==> src/rtl/load_store_unit.sv <==
// Load/store unit between the execute stage and a word-addressed data memory.
// Handles one RISC-V load or store at a time; byte and halfword stores become
// read-modify-write sequences because the memory only takes full-word writes.
module load_store_unit #(
  parameter int ADDR_WIDTH = 6,
  parameter int DATA_WIDTH = 32
) (
  input  logic                  clock,
  input  logic                  reset_,
  input  logic                  req_valid,
  output logic                  req_ready,
  input  logic                  req_write,
  input  logic [2:0]            req_funct3,
  input  logic [ADDR_WIDTH-1:0] req_addr,
  input  logic [DATA_WIDTH-1:0] req_wdata,
  output logic                  resp_valid,
  output logic [DATA_WIDTH-1:0] resp_rdata,
  output logic                  resp_err,
  output logic [ADDR_WIDTH-1:0] mem_addr,
  output logic                  mem_we,
  output logic [DATA_WIDTH-1:0] mem_wdata,
  input  logic [DATA_WIDTH-1:0] mem_rdata
);

  typedef enum logic [1:0] {
    S_IDLE = 2'd0,
    S_RD   = 2'd1,
    S_WR   = 2'd2,
    S_RESP = 2'd3
  } state_t;

  localparam logic [2:0] F3_B  = 3'b000;
  localparam logic [2:0] F3_H  = 3'b001;
  localparam logic [2:0] F3_W  = 3'b010;
  localparam logic [2:0] F3_BU = 3'b100;
  localparam logic [2:0] F3_HU = 3'b101;

  state_t                  r_state;
  // Latched request. Only the byte offset and the low halfword of the store
  // data are needed after acceptance; the word address lives in r_mem_addr
  // and full-word store data goes straight into r_mem_wdata.
  logic                    r_write;
  logic [2:0]              r_funct3;
  logic [1:0]              r_byte_off;
  logic [15:0]             r_wdata;
  // Registered outputs.
  logic                    r_resp_valid;
  logic [DATA_WIDTH-1:0]   r_resp_rdata;
  logic                    r_resp_err;
  logic [ADDR_WIDTH-1:0]   r_mem_addr;
  logic                    r_mem_we;
  logic [DATA_WIDTH-1:0]   r_mem_wdata;

  logic                    w_illegal;
  logic                    w_misaligned;
  logic [DATA_WIDTH-1:0]   w_shifted;
  logic [7:0]              w_byte;
  logic [15:0]             w_half;
  logic [DATA_WIDTH-1:0]   w_load_data;
  logic [DATA_WIDTH-1:0]   w_merged;

  assign req_ready  = (r_state == S_IDLE);
  assign resp_valid = r_resp_valid;
  assign resp_rdata = r_resp_rdata;
  assign resp_err   = r_resp_err;
  assign mem_addr   = r_mem_addr;
  assign mem_we     = r_mem_we;
  assign mem_wdata  = r_mem_wdata;

  // Classify the incoming request as illegal or misaligned before acceptance.
  always_comb begin
    // NOTE: every combinational output gets a default first so no path can
    // leave it unassigned and infer a latch.
    w_illegal    = 1'b0;
    w_misaligned = 1'b0;
    if (req_write) begin
      w_illegal = !(req_funct3 == F3_B || req_funct3 == F3_H || req_funct3 == F3_W);
    end else begin
      w_illegal = (req_funct3 == 3'b011) || (req_funct3 == 3'b110) || (req_funct3 == 3'b111);
    end
    case (req_funct3[1:0])
      2'b01:   w_misaligned = req_addr[0];
      2'b10:   w_misaligned = (req_addr[1:0] != 2'b00);
      default: w_misaligned = 1'b0;
    endcase
  end

  // Extract the addressed lane for loads and merge store data for SB/SH.
  always_comb begin
    w_shifted = mem_rdata >> {r_byte_off, 3'b000};
    w_byte    = w_shifted[7:0];
    w_half    = r_byte_off[1] ? mem_rdata[31:16] : mem_rdata[15:0];
    case (r_funct3)
      F3_B:    w_load_data = {{24{w_byte[7]}}, w_byte};
      F3_BU:   w_load_data = {24'h0, w_byte};
      F3_H:    w_load_data = {{16{w_half[15]}}, w_half};
      F3_HU:   w_load_data = {16'h0, w_half};
      default: w_load_data = mem_rdata;
    endcase
    w_merged = mem_rdata;
    if (r_funct3 == F3_B) begin
      w_merged[{r_byte_off, 3'b000} +: 8] = r_wdata[7:0];
    end else begin
      w_merged[{r_byte_off[1], 4'b0000} +: 16] = r_wdata;
    end
  end

  // Request FSM; all memory and response outputs are registered here.
  // NOTE: sequential state uses non-blocking assignments so every register
  // samples pre-edge values regardless of statement order.
  always_ff @(posedge clock or negedge reset_) begin
    if (!reset_) begin
      r_state      <= S_IDLE;
      r_write      <= 1'b0;
      r_funct3     <= 3'b000;
      r_byte_off   <= 2'b00;
      r_wdata      <= 16'h0;
      r_resp_valid <= 1'b0;
      r_resp_rdata <= '0;
      r_resp_err   <= 1'b0;
      r_mem_addr   <= '0;
      r_mem_we     <= 1'b0;
      r_mem_wdata  <= '0;
    end else begin
      // Pulses default low and are raised only on the edge entering WR/RESP.
      r_resp_valid <= 1'b0;
      r_mem_we     <= 1'b0;
      case (r_state)
        S_IDLE: begin
          if (req_valid) begin
            r_write    <= req_write;
            r_funct3   <= req_funct3;
            r_byte_off <= req_addr[1:0];
            r_wdata    <= req_wdata[15:0];
            r_mem_addr <= {req_addr[ADDR_WIDTH-1:2], 2'b00};
            if (w_illegal || w_misaligned) begin
              r_resp_valid <= 1'b1;
              r_resp_err   <= 1'b1;
              r_resp_rdata <= '0;
              r_state      <= S_RESP;
            end else if (req_write && req_funct3 == F3_W) begin
              r_mem_wdata <= req_wdata;
              r_mem_we    <= 1'b1;
              r_state     <= S_WR;
            end else begin
              r_state <= S_RD;
            end
          end
        end
        S_RD: begin
          if (r_write) begin
            r_mem_wdata <= w_merged;
            r_mem_we    <= 1'b1;
            r_state     <= S_WR;
          end else begin
            r_resp_valid <= 1'b1;
            r_resp_err   <= 1'b0;
            r_resp_rdata <= w_load_data;
            r_state      <= S_RESP;
          end
        end
        S_WR: begin
          r_resp_valid <= 1'b1;
          r_resp_err   <= 1'b0;
          r_resp_rdata <= '0;
          r_state      <= S_RESP;
        end
        S_RESP: begin
          r_state <= S_IDLE;
        end
        default: begin
          r_state <= S_IDLE;
        end
      endcase
    end
  end

endmodule

==> config.mk <==
export PLATFORM = sky130hd
export DESIGN_NAME = load_store_unit
export DESIGN_NICKNAME = d
export VERILOG_FILES = /design/src/rtl/load_store_unit.sv
export SDC_FILE = /design/constraint.sdc
export NUM_CORES = 1
export LEC_CHECK = 0
export BUFFER_PORTS_ARGS = -buffer_cell sky130_fd_sc_hd__buf_2
export CELL_PAD_IN_SITES_DETAIL_PLACEMENT = 1
export CELL_PAD_IN_SITES_GLOBAL_PLACEMENT = 1
export CORE_MARGIN = 2
export CORE_UTILIZATION = 45
export CTS_BUF_LIST = sky130_fd_sc_hd__clkbuf_8 sky130_fd_sc_hd__clkbuf_16
export DETAILED_ROUTE_END_ITERATION = 8
export GPL_ROUTABILITY_DRIVEN = 0
export PLACE_DENSITY_LB_ADDON = 0.1
export SLEW_MARGIN = 15
export SYNTH_ARGS = -nofsm -noshare
export SYNTH_HDL_FRONTEND = slang
export SYNTH_SLANG_ARGS = --single-unit
==> constraint.sdc <==
create_clock -name clock -period 5.99 [get_ports clock]
set_clock_uncertainty 0.2 [all_clocks]
set_input_delay 0.599 -clock clock [delete_from_list [all_inputs] [get_ports clock]]
set_output_delay 0.599 -clock clock [all_outputs]
set_load 0.02 [all_outputs]
==> results.md <==
- The largest family of logic cells by synthesized area is compound AO/OA/AOI/OAI gates.
- The worst pin sits at a relative slew slack of between 20 and 25%.
- Dividing the detail-routed wire length by the instance count gives 22.47 um.
- Entering global routing, the biggest net connects 54 pins.
- Hold is met by about 0.027 ns.
- For this design, the slowest cell found on the critical path is nor2_2.
- Setup violations remaining at the end of the flow were counted as 0.
- Counting flops with a built-in enable in the synthesized netlist gives 0.
- The routed design could run at a clock period as short as 3.212 ns.
- Summing the areas of all compound-gate instances in the mapped netlist gives between 20% and 30% of the synthesized area.
- The multiplexer area fraction after synthesis is a little over a fifth.
- The CTS buffer count is 9.
- At the pin with the least slew margin, the transition time is between 1 and 1.5 ns.
- The class of the worst hold path is in2async.
- The total power divided by cell area is slightly above 600 nW/um2.
- For this design the top-level I/O count stands at between 150 and 200.
- The most common cell after layout, fill and taps aside is buf_2.
- The post-CTS setup repair buffer count is 0.
- The number of iterations in the first detailed-routing pass is 4.
- In this run the mean area of a mapped cell was ~11 um2.
- The source of the worst register-to-register timing path is r_state[0]$_DFFE_PN0N_.
- The initial antenna violation count came to 0.
- STA classifies the critical path startpoint as a register.
- In this run the cell area of the synthesized design comes to approximately 5700 um2.
- The global-route track usage on met2 is 45.36%.
- Of the synthesized area, sequential elements account for slightly above 40%.
- In this run the worst path has a maximum fanout of 28.
- Post-CTS repair changed the size of 0 cells.
- After layout, the worst setup slack is ~2.8 ns.
- The number of buffers on the longest clock path is 2.
- The number of antenna repair diodes is 0.
- The final layout net count is between 700 and 800.
- met2 is the most crowded layer.
- The number of routed nets with antenna violations is 0.
- The leakage power summed over all cells is between 3 and 4 nW.
- Leaving out fill and tap cells, the most frequent cells in the layout are buf_2 (147), dfrtp_1 (95), o21ai_0 (63), mux2_2 (61).
- The number of buffers inserted by hold repair at cts is 0.
- After detailed routing, the number of remaining DRC violations is 0.
- The number of global-route vias before repair is between 5,000 and 6,000.
- The via count of the routed design is between 4,000 and 5,000.
- The die outline height is around 120 um.
- The capturing instance or port of the critical path is mem_wdata[30]$_DFFE_PN0P_.
- The delay of the slowest critical-path stage is about 0.76 ns.
- Yosys mapped the design onto approximately 50 distinct sky130hd cell types.
- The aggregate global routing overflow is 0.
- Data arrives at the worst endpoint at between 3 and 4 ns.
- The post-route netlist has ~43% of its cells at a drive strength greater than 1.
- During placement, the flow inserted port buffers numbering approximately 150.
- The global-route wire length before repair is around 28,000 um.
- The TritonCTS clock tree is done.
- The endpoint identified for the worst register-to-register timing path is mem_wdata[30]$_DFFE_PN0P_.
- The initial utilization of the core area, before any placement, comes to between 40% and 50%.
- The predominant post-synthesis flop cell is dfrtp_1.
- The count of pins over their slew limit was 0.
- The via density per instance is between 6 and 7.
- The adder-cell share of the synthesized area is 3.065%.
- The die width is approximately 120 um.
- The area after detailed placement is about 6400 um2.
- Adding up every negative setup slack in the final design gives 0 ns.
- The synthesis-to-layout area growth is 18.17%.
- In this run the standard cell core region covers 12,520 um2.
- The max-capacitance violation count is 0.
- The critical path in this run is classified as reg2reg.
- The endpoint type of the worst setup path is a register.
- The fraction of the cycle the final worst path needs is roughly 54%.
- The routed wire length is between 15,000 and 20,000 um.
- The global router's overall resource usage is between 20% and 30%.
- The number of levels the H-tree was split into is 3.
- The post-layout instance count excluding filler cells is approximately 810.
- At the worst endpoint, the required time is ~6.0 ns.
- For the worst flop-to-flop path, the logic depth is 7.
- The worst ir drop on vdd is 308.1 uV.
- Including well taps, the total number of placed cells is a little under 800.
- The run finished with clean final reports.
- In this run, the number of DRC markers left after iteration 0 of detailed routing was around 350.
- After clock tree synthesis, the clock-pin slew on the worst setup and hold paths is 0.07 ns.
- After legalization and detailed placement, the total HPWL measured ~13,000 um.
- The most critical setup path has its startpoint at r_state[0]$_DFFE_PN0N_.
- The met1 layer usage reported by global route is a little under two fifths.
- The synthesized instance count is a little over 500.
- The die covers 13,620 um2.
- The met3 demand-to-capacity share in global routing is between 3 and 4%.
- The total number of placement rows is 41.
- Traced cell by cell, the critical path runs through inv_1 > ha_1 > and2_1 > buf_4 > a41oi_4 > nor2_2 > mux2_2.
- The finished cells cover 6754 um2.
- In the synthesized netlist the async set-or-reset flop fraction comes to 100.0%.
- Prior to clock tree synthesis, the placed netlist has a worst setup slack of approximately 2.6 ns.
- After Yosys synthesis, and, or, nand and nor cells account for 5.276% of the synthesized area.
- Setup repair after global routing left no endpoint under its margin.
- The hold violation count in the final report is 0.
- The total number of yosys warnings is 0.
- The clock latency reported for the late side of the worst-skew pair is ~0.35 ns.
- Timing would allow up to 0.3114 GHz.
- In this run the register-to-register setup slack is 2.78 ns.
- Of the total synthesized cell area, the portion taken by XOR and XNOR cells is 0%.
- The tree built by TritonCTS fans out to 95 sinks.
- Clock tree synthesis selected as its root buffer the cell clkbuf_16.
- Counting flops and latches in the post-synthesis netlist gives 95.
[where the power goes]
| part | internal (mW) | switching, mW |
|---|---|---|
| combinational | 0.963 | 1.33 |
| sequential | 0.961 | 0.292 |
| clock | 0.363 | 0.251 |
| total | 2.29 | 1.87 |
[final cells by class]
class,count,area (um2)
clock buffers,9,225.2
clock inverters,6,86.33
fillers,1435,5763
inverters,13,48.80
multi-input cells,357,3020
flip-flops and latches,95,2377
well taps,172,215.2
repair buffers,153,780.7
[cell usage after synthesis (2+ instances only)]
cell,number,area (um2)
buf_1,2,7.510
nor2b_1,5,31.28
inv_1,12,45.04
nand2b_1,4,25.02
o31ai_1,17,127.6
a22o_1,16,140.1
o221ai_1,7,61.31
mux2_2,61,686.9
buf_6,7,78.83
mux2_4,32,480.5
clkbuf_1,23,86.33
nand2_1,7,26.28
nand3_1,2,10.01
o21ai_0,63,315.3
a221oi_1,32,280.3
ha_1,14,175.2
mux2_1,3,33.78
buf_4,4,30.03
a21oi_1,25,125.1
dfrtp_1,95,2377
mux2i_1,3,30.03
a32o_2,2,22.52
buf_12,3,60.06
nor3_2,2,20.02
nor2_1,21,78.83
o2bb2ai_1,16,140.1
buf_2,4,20.02
nor3_1,4,20.02
[metal layers]
| layer | wire, um | share of wire [%] | vias to the layer above |
|---|---|---|---|
| li1 | - | - | 2179 |
| met4 | 260 | 1.4 | 0 |
| met1 | 7875 | 44 | 2547 |
| met5 | 0 | 0 | - |
| met2 | 9081 | 50 | 156 |
| met3 | 870 | 4.8 | 20 |
[worst min path at each step]
| stage | slack, ns | to | cells after the start |
|---|---|---|---|
| floorplan | 0.10 | mem_addr[2]$_DFFE_PN0P_ | 0 |
| global placement | 0.27 | resp_rdata[0]$_DFFE_PN0P_ | 1 |
| detailed placement | 0.29 | resp_rdata[1]$_DFFE_PN0P_ | 1 |
| CTS | 0.06 | resp_rdata[17]$_DFFE_PN0P_ | 1 |
| global route | 0.06 | resp_rdata[17]$_DFFE_PN0P_ | 1 |
| finish | 0.03 | resp_rdata[17]$_DFFE_PN0P_ | 1 |
[stage by stage]
step / total power, mW / util, %
2_1_floorplan: 2.963 / -
3_3_place_gp: 3.445 / 51.34
3_5_place_dp: 3.547 / 51.34
4_1_cts: 4.169 / 53.83
5_1_grt: 4.438 / 53.96
6_report: 4.161 / 53.96
[flip-flops by register name, summed over array words and instances, names as in the netlist]
register    count
r_state         2
r_wdata        16
mem_wdata      32
resp_rdata     32
r_write         1
r_byte_off      2
resp_err        1
resp_valid      1
mem_addr        4
r_funct3        3
mem_we          1
[cells by family after synthesis]
group | after synthesis
compound gates | 185
mux | 99
flops | 95
simple gates | 57
buf+inv | 56
fa+ha+maj | 14
other cells | 1
[critical path, delay by kind of cell (launching register included)]
family | cells | cell delay, ns
DFF | 1 | 0.42
and+or+nand+nor | 2 | 0.91
buffers and inverters | 2 | 0.48
muxes | 1 | 0.42
AOI/OAI and AO/OA | 1 | 0.36
adders and majority gates | 1 | 0.27
(Power assumes the default switching activity.)
